`src/rtl/pixel_display_driver.sv`:
```
// pixel_display_driver
// Time-multiplexed hex seven-segment driver. It captures the pixel-memory read
// word handed from the memory stage to write-back, then scans it nibble by
// nibble onto a shared segment bus with a rotating one-hot digit select.
// While halt is high the captured word is frozen (HOLD).
// Optional feature macro: PIXEL_DISPLAY_BLINK_EN. When it is defined, the
// segments blink in HOLD with a half-period of BLINK_SCANS full scan rounds.
module pixel_display_driver #(
  parameter int DATA_WIDTH  = 32,
  parameter int NUM_DIGITS  = 6,
  parameter int REFRESH_DIV = 1000,
  parameter int BLINK_SCANS = 32
) (
  input  logic                  clk,
  input  logic                  reset,
  input  logic                  halt,
  input  logic                  pix_valid,
  input  logic [DATA_WIDTH-1:0] pix_data,
  output logic [6:0]            seg,
  output logic [NUM_DIGITS-1:0] digit_sel,
  output logic                  hold_active,
  output logic [15:0]           update_count
);

  localparam int IDX_W   = (NUM_DIGITS > 1) ? $clog2(NUM_DIGITS) : 1;
  localparam int DIV_W   = $clog2(REFRESH_DIV);
  localparam int BLINK_W = (BLINK_SCANS > 1) ? $clog2(BLINK_SCANS) : 1;

  localparam logic [DIV_W-1:0] DIV_MAX = DIV_W'(REFRESH_DIV - 1);
  localparam logic [IDX_W-1:0] IDX_MAX = IDX_W'(NUM_DIGITS - 1);

  typedef enum logic [1:0] {
    IDLE = 2'd0,
    SHOW = 2'd1,
    HOLD = 2'd2
  } state_t;

  // Nibble to active-high segments {a,b,c,d,e,f,g}.
  function automatic logic [6:0] hex_to_seg(input logic [3:0] nib);
    logic [6:0] s;
    case (nib)
      4'h0:    s = 7'b1111110;
      4'h1:    s = 7'b0110000;
      4'h2:    s = 7'b1101101;
      4'h3:    s = 7'b1111001;
      4'h4:    s = 7'b0110011;
      4'h5:    s = 7'b1011011;
      4'h6:    s = 7'b1011111;
      4'h7:    s = 7'b1110000;
      4'h8:    s = 7'b1111111;
      4'h9:    s = 7'b1111011;
      4'hA:    s = 7'b1110111;
      4'hB:    s = 7'b0011111;
      4'hC:    s = 7'b1001110;
      4'hD:    s = 7'b0111101;
      4'hE:    s = 7'b1001111;
      default: s = 7'b1000111;
    endcase
    return s;
  endfunction

  state_t                  state_q, state_d;
  logic [DATA_WIDTH-1:0]   data_q, data_d;
  logic [15:0]             count_q, count_d;
  logic [DIV_W-1:0]        div_q, div_d;
  logic [IDX_W-1:0]        idx_q, idx_d;
  logic [6:0]              seg_q, seg_d;
  logic [NUM_DIGITS-1:0]   sel_q, sel_d;
  logic                    hold_q, hold_d;
  logic                    accept;
  logic                    scan_wrap;
  logic [3:0]              nib;
  logic                    blank;

  // Control FSM, capture path, saturating counter and scan counters.
  always_comb begin
    state_d = state_q;
    data_d  = data_q;
    count_d = count_q;
    div_d   = div_q;
    idx_d   = idx_q;
    accept  = 1'b0;

    case (state_q)
      IDLE: begin
        if (pix_valid && !halt) begin
          state_d = SHOW;
          accept  = 1'b1;
        end
      end
      SHOW: begin
        if (halt) begin
          state_d = HOLD;
        end else if (pix_valid) begin
          accept = 1'b1;
        end
      end
      HOLD: begin
        if (!halt) begin
          state_d = SHOW;
        end
      end
      default: state_d = IDLE;
    endcase

    if (accept) begin
      data_d = pix_data;
      if (count_q != 16'hFFFF) begin
        count_d = count_q + 16'd1;
      end
    end

    // The scan keeps running across SHOW/HOLD transitions; only IDLE parks it.
    scan_wrap = 1'b0;
    if (state_q == IDLE) begin
      div_d = '0;
      idx_d = '0;
    end else if (div_q == DIV_MAX) begin
      div_d = '0;
      if (idx_q == IDX_MAX) begin
        idx_d     = '0;
        scan_wrap = 1'b1;
      end else begin
        idx_d = idx_q + 1'b1;
      end
    end else begin
      div_d = div_q + 1'b1;
    end
  end

`ifdef PIXEL_DISPLAY_BLINK_EN
  localparam logic [BLINK_W-1:0] BLINK_MAX = BLINK_W'(BLINK_SCANS - 1);

  logic               blink_phase_q, blink_phase_d;
  logic [BLINK_W-1:0] blink_cnt_q, blink_cnt_d;

  // Blink phase: restarts visible on each HOLD entry, toggles every BLINK_SCANS scan rounds.
  always_comb begin
    blink_phase_d = blink_phase_q;
    blink_cnt_d   = blink_cnt_q;
    if (state_d != HOLD || state_q != HOLD) begin
      blink_phase_d = 1'b1;
      blink_cnt_d   = '0;
    end else if (scan_wrap) begin
      if (blink_cnt_q == BLINK_MAX) begin
        blink_cnt_d   = '0;
        blink_phase_d = ~blink_phase_q;
      end else begin
        blink_cnt_d = blink_cnt_q + 1'b1;
      end
    end
  end

  // Blink state registers.
  always_ff @(posedge clk) begin
    if (reset) begin
      blink_phase_q <= 1'b1;
      blink_cnt_q   <= '0;
    end else begin
      blink_phase_q <= blink_phase_d;
      blink_cnt_q   <= blink_cnt_d;
    end
  end

  assign blank = (state_q == HOLD) && !blink_phase_q;
`else
  logic [BLINK_W-1:0] unused_blink;
  logic               unused_wrap;
  assign unused_blink = '0;
  assign unused_wrap  = scan_wrap;
  assign blank        = 1'b0;
`endif

  // Registered display outputs built from the current digit index and held word.
  always_comb begin
    nib = 4'h0;
    for (int k = 0; k < NUM_DIGITS; k++) begin
      if (idx_q == IDX_W'(k)) begin
        nib = data_q[4*k +: 4];
      end
    end
    sel_d = '0;
    seg_d = 7'b0;
    if (state_q != IDLE) begin
      for (int k = 0; k < NUM_DIGITS; k++) begin
        sel_d[k] = (idx_q == IDX_W'(k));
      end
      seg_d = blank ? 7'b0 : hex_to_seg(nib);
    end
    hold_d = (state_q == HOLD);
  end

  generate
    if (DATA_WIDTH > 4 * NUM_DIGITS) begin : g_hi_bits
      logic unused_hi;
      assign unused_hi = ^data_q[DATA_WIDTH-1:4*NUM_DIGITS];
    end
  endgenerate

  // State, data and output registers.
  always_ff @(posedge clk) begin
    if (reset) begin
      state_q <= IDLE;
      data_q  <= '0;
      count_q <= '0;
      div_q   <= '0;
      idx_q   <= '0;
      seg_q   <= '0;
      sel_q   <= '0;
      hold_q  <= 1'b0;
    end else begin
      state_q <= state_d;
      data_q  <= data_d;
      count_q <= count_d;
      div_q   <= div_d;
      idx_q   <= idx_d;
      seg_q   <= seg_d;
      sel_q   <= sel_d;
      hold_q  <= hold_d;
    end
  end

  assign seg          = seg_q;
  assign digit_sel    = sel_q;
  assign hold_active  = hold_q;
  assign update_count = count_q;

endmodule

```
`config.mk`:
```
export PLATFORM = sky130hd
export DESIGN_NAME = pixel_display_driver
export DESIGN_NICKNAME = d
export VERILOG_FILES = /design/src/rtl/pixel_display_driver.sv
export SDC_FILE = /design/constraint.sdc
export NUM_CORES = 1
export LEC_CHECK = 0
export CAP_MARGIN = 20
export CELL_PAD_IN_SITES_DETAIL_PLACEMENT = 1
export CELL_PAD_IN_SITES_GLOBAL_PLACEMENT = 1
export CORE_MARGIN = 10
export CORE_UTILIZATION = 34
export DETAILED_ROUTE_END_ITERATION = 8
export PLACE_DENSITY = 0.79
export SLEW_MARGIN = 20
export SYNTH_ARGS = -nofsm -noshare
export SYNTH_HDL_FRONTEND = slang
export SYNTH_SLANG_ARGS = --single-unit
```
`constraint.sdc`:
```
create_clock -name clk -period 2.5 [get_ports clk]
set_input_delay 0.75 -clock clk [delete_from_list [all_inputs] [get_ports clk]]
set_output_delay 0.75 -clock clk [all_outputs]
set_load 0.005 [all_outputs]
```
## After elaboration in Yosys (flattened, before gate mapping)

Memory sizes are Yosys's and may differ from the RTL's. A register that Yosys moved wholly into a read port is not among the register bits.
Index checks and enable logic that the tools add are counted.
W data, S select, Z words.

| storage, ports and cells | value |
|---|---|
| flip-flop bits (word level) | 62 |
| bits in latches | 0 |
| memory bits (writable) | 0 |
| ROM bits | 112 |
| input bits | 36 |
| output and inout bits | 30 |
| logic and storage cells | 49 |
| memories kept | 1 |

| cells by class | value |
|---|---|
| add/sub/neg operators | 3 |
| multiply operators | 0 |
| divide/modulo/power cells | 0 |
| $lt $le $gt $ge | 0 |
| equal/unequal tests | 12 |
| shift-type cells | 0 |
| muxes and demuxes | 15 |
| bitwise logic cells | 1 |
| reductions and logical operators | 10 |

Memory list:

| memory | words | bits a word | read ports | clocked after memory_dff | wr ports | line | source |
|---|---|---|---|---|---|---|---|
| (no name shown) | 16 | 7 | 1 | 1 | 0 | 41 | `case (nib)` |

Operators by type and width:

| kind | number |
|---|---|
| $mux W4 | 6 |
| $add A16 B1 Y16 const B | 1 |
| $ne A16 B16 Y1 const B | 1 |
| $add A10 B1 Y10 const B | 1 |
| $eq A10 B10 Y1 const B | 1 |
| $eq A3 B2 Y1 const B | 2 |
| $eq A3 B3 Y1 const B | 2 |
| $mux W2 | 3 |
| $ne A2 B2 Y1 const B | 3 |
| $pmux W2 S3 | 1 |
| $reduce_or A2 Y1 | 2 |
| $add A3 B1 Y3 const B | 1 |
| $eq A3 B1 Y1 const B | 1 |
| $logic_not A3 Y1 | 1 |
| $mux W1 | 3 |
| $mux W3 | 1 |
| $reduce_and A3 Y1 | 1 |
| $reduce_or A3 Y1 | 1 |
| $eq A2 B1 Y1 const B | 1 |
| $eq A2 B2 Y1 const B | 1 |
| $logic_not A2 Y1 | 1 |
| $pmux W1 S2 | 1 |
| $reduce_and A2 Y1 | 1 |
| $reduce_bool A2 Y1 | 1 |
| 3 further kinds | 3 |

## Longest topological paths before layout

| logic depth | value |
|---|---|
| depth in word-level cells | 7 |
| depth in mapped cells | 12 |

## Least setup slack after synthesis

No wires, ideal clock.

| timing path | value |
|---|---|
| kind | register to register |
| start point | register idx_q[0] |
| end point | register seg_q[3] (netlist: seg[3]) |
| arrival time | 2390 ps |
| slack | 45 ps |
| cell stages (with the launch flop) | 11 |
| buffers on the path | 1 |
| period minus slack after synthesis | 2455 ps |
| cell sequence | dfxtp_1 -> buf_6 -> and2_1 -> ha_1 -> nor2_1 -> a31oi_1 -> inv_1 -> ha_1 -> inv_1 -> mux4_2 -> nor2_1 |

| between the ends | value |
|---|---|
| word-level cells in the longest chain between the ends | 7 |
| elaborated cells on any way between the ends | 12 |

RTL lines:

| element | line | source |
|---|---|---|
| start, declared | 66 | `logic [IDX_W-1:0] idx_q, idx_d;` |
| start signal, assigned | 216 | `idx_q <= idx_d;` |
| $logic_not A3 Y1 | 178 | `if (idx_q == IDX_W'(k)) begin` |
| $mux W4 (5 in series) | 178 |  |
| $mux W4 * | 178 |  |
| end, declared | 67 | `logic [6:0] seg_q, seg_d;` |

Mark *: on every way between the ends. The rest lies on a longest branch, timed or not.
A chain may end at the register's enable or synchronous reset.

## Worst setup path in the final report

| timing path | value |
|---|---|
| start point | register idx_q[2] |
| end point | register seg_q[3] (netlist: seg[3]) |

Same word-level chain as after synthesis.

==> impl_metrics.ini <==
[setup_path]
cp.arrival_ns = 2.63
required_ns = 2.77
reg2reg_to = seg[3]
crit_fanout = 9
startpoint_type = flip-flop
cp-end-kind = flip-flop
r2r_slack_ns = 0.14
r2r_start = idx_q[2]
rr_worst_depth = 10
critPathKind = reg -> reg
setup.worst_path.start = idx_q[2]

[detailed_routing]
wl_per_cell_um = 16.17
viasPerCell = 5.155
drc = 0
drt_iter0_drc = 118
wirelength_um = 8749
final_antenna_net_count = 0
dr.pass1.iters = 4
vias = 2789

[synthesis]
yosysTopAreaCell = dfxtp_1
yosysWarnings = 0
yosysSeqAreaShare_pct = 44.50
syn_avg_cell_area_um2 = 8.671
netlist_area_um2 = 3104
synth_area_leaders = dfxtp_1, nand2_1, a21oi_1, nor2_1, ha_1
ys_types = 48
async_reset_ff_share_pct = 0
netlist.area_leader.share_pct = 44.50
ys_ff_latch = 69
synth_ff_type = dfxtp_1
synth_nets = 404
synth_cells = 358
synth_edf_count = 0

[sta]
clock.fmax_mhz = 423.7
hold_viol_final = 0
fin_crit_sh_pct = 94.40
max-slew-margin-rel_pct = 69.05
drv_slew = 0
setup_viol_count_final = 0
clock_skew_ns = 0.01255
period_needed_ns = 2.360
worstMarginPinSlew_ns = 0.4626

[final_layout]
design_area_um2 = 4094
area_delta_synth_final_pct = 31.88
num-nets-final = 474
diodes = 0
drive_gt1_share_pct = 11.78

[grt]
grt_antenna_before_repair = 0
grt_pass1_vias = 2948
overflow = 0
grt_pass1_wl_um = 14440
grt_usage_pct = 13.47
grt_max_degree = 34

[min_path]
holdCritStartpoint = data_q[1]
hold_depth = 2
hp-class = reg -> reg
hold_end = data_q[1]

[floorplanning]
dieWidth_um = 115.6
num_rows = 34
dieHeight_um = 115.6
core_um2 = 8806
die_area_um2 = 13350
initial_core_util_pct = 35.25
io_pins = 66

[clocking]
cts_tree = yes
postCtsHoldBufs = 0
cts-buffers-inserted = 9
h-tree-depth = 3
clkSinkCount = 69
clk_pin_slew_worst_paths_ns = 0.07
clk_latency_ns = 0.34
root_buffer = clkbuf_8
clock_path_buffers = 2

[power_and_ir_drop]
p_int_w = 0.001712
ir_drop_mv = 0.2469
power.switching_w = 0.0005443
power_frac_seq_pct = 50.8
pwr-share-clk_pct = 40.6
comb_power_share_pct = 8.6
p_leak_nw = 1.495
power_density_nw_per_um2 = 551.0
p_sw_share_pct = 24.13
power_w = 0.002256

[run_status]
status = finished clean

[placed_design]
port_buffers = 57
post_dp_cell_area_um2 = 3862
hpwl_um = 6575
gp_congestion = 0.8097

[run]
maxCapViolCount = 0
==> Yosys cell counts (all sizes together), types with 5 or more instances <==
library cell and count:
a21oi 32, and2 5, and3 9, buf 6, clkbuf 13, dfxtp 69
ha 10, inv 7, mux2i 11, nand2 59, nand3 14, nand4 6
nor2 38, nor3 5, o21ai 12, xnor2 7, xor2 13
==> cells in the final DEF (no fill, tap or decap), types with 9 or more instances in the layout <==
| cell | n |
|---|---|
| clkbuf_8 | 10 |
| o21ai_0 | 11 |
| a21oi_1 | 32 |
| xor2_1 | 13 |
| and3_1 | 9 |
| nand2_1 | 59 |
| dfxtp_1 | 67 |
| ha_1 | 9 |
| buf_4 | 20 |
| mux2i_1 | 11 |
| nand3_1 | 14 |
| clkdlybuf4s50_1 | 57 |
| nor2_1 | 38 |
==> power by group through the flow <==
stage / logic (W) / clock network (W) / registers [W]
5_1_grt: 0.000214 / 0.000988 / 0.00115
2_1_floorplan: 0.0000915 / 0 / 0.00117
3_3_place_gp: 0.000184 / 0 / 0.00117
3_5_place_dp: 0.000190 / 0 / 0.00117
6_report: 0.000194 / 0.000916 / 0.00115
4_1_cts: 0.000193 / 0.000932 / 0.00115
==> worst max path at each step <==
stage	to	cells after the start
2_1_floorplan	seg[3]	10
3_3_place_gp	update_count[15]	7
3_5_place_dp	update_count[15]	7
4_1_cts	seg[3]	9
5_1_grt	seg[3]	10
6_report	seg[3]	10
==> state kept, by name, summed over array words and instances (netlist names) <==
name and count:
state_q 2, digit_sel 6, update_count 16, data_q 24
idx_q 3, div_q 10, hold_active 1, seg 7
==> cells by family after synthesis <==
group                      count (synthesis)  share of synthesized area (%)
muxes                                     12                          4.273
AOI/OAI and AO/OA                         64                          13.83
DFF                                       69                          44.50
buffers and inverters                     26                          3.668
and+or+nand+nor                          157                          24.06
adders and majority gates                 10                          4.031
xor gates and xnor gates                  20                          5.643
==> metal layers <==
layer	track usage [%]	up-vias	part of all wire, %
met5	0	-	0
met1	14.87	1365	42
met4	4.814	0	1.2
li1	-	1370	-
met3	4.910	9	5.7
met2	23.34	45	51
==> repair_timing <==
item,CTS,global route
buffers inserted,0,3
setup endpoints to repair,0,3
resized for setup,0,5
==> per-stage QoR <==
step                      worst slack, ns  utilization, %  TNS (ns)  std cells  hold slack (ns)
after floorplan                   0.04468               -         0        358           0.4132
after global placement            -0.1508           43.86   -0.2810        522           0.4315
after detailed placement          -0.1576           43.86   -0.3929        522           0.4448
after CTS                         0.01285           46.14         0        538           0.4588
after global routing             -0.04219           46.49  -0.04219        541           0.4767
final                              0.1400           46.49         0        541           0.4557
==> worst max-delay path, cell delays in order, from the launching register on <==
cell and delay (ns):
dfxtp_1 0.33, buf_4 0.17, nand2b_1 0.24, nand3_1 0.16, o21ai_0 0.09, a31oi_1 0.25
inv_1 0.13, ha_1 0.32, inv_1 0.06, mux4_2 0.46, nor2_1 0.09
==> cell type report <==
class	instances	area [µm²]
fill	1036	4712
multi-input combinational	263	1617
sequential	69	1384
timing repair buffer	78	732.0
clock buffer	10	137.6
tap	108	135.1
clock inverter	6	62.56
inverter	7	26.28
Note: power is estimated with default switching activity, not from simulation.
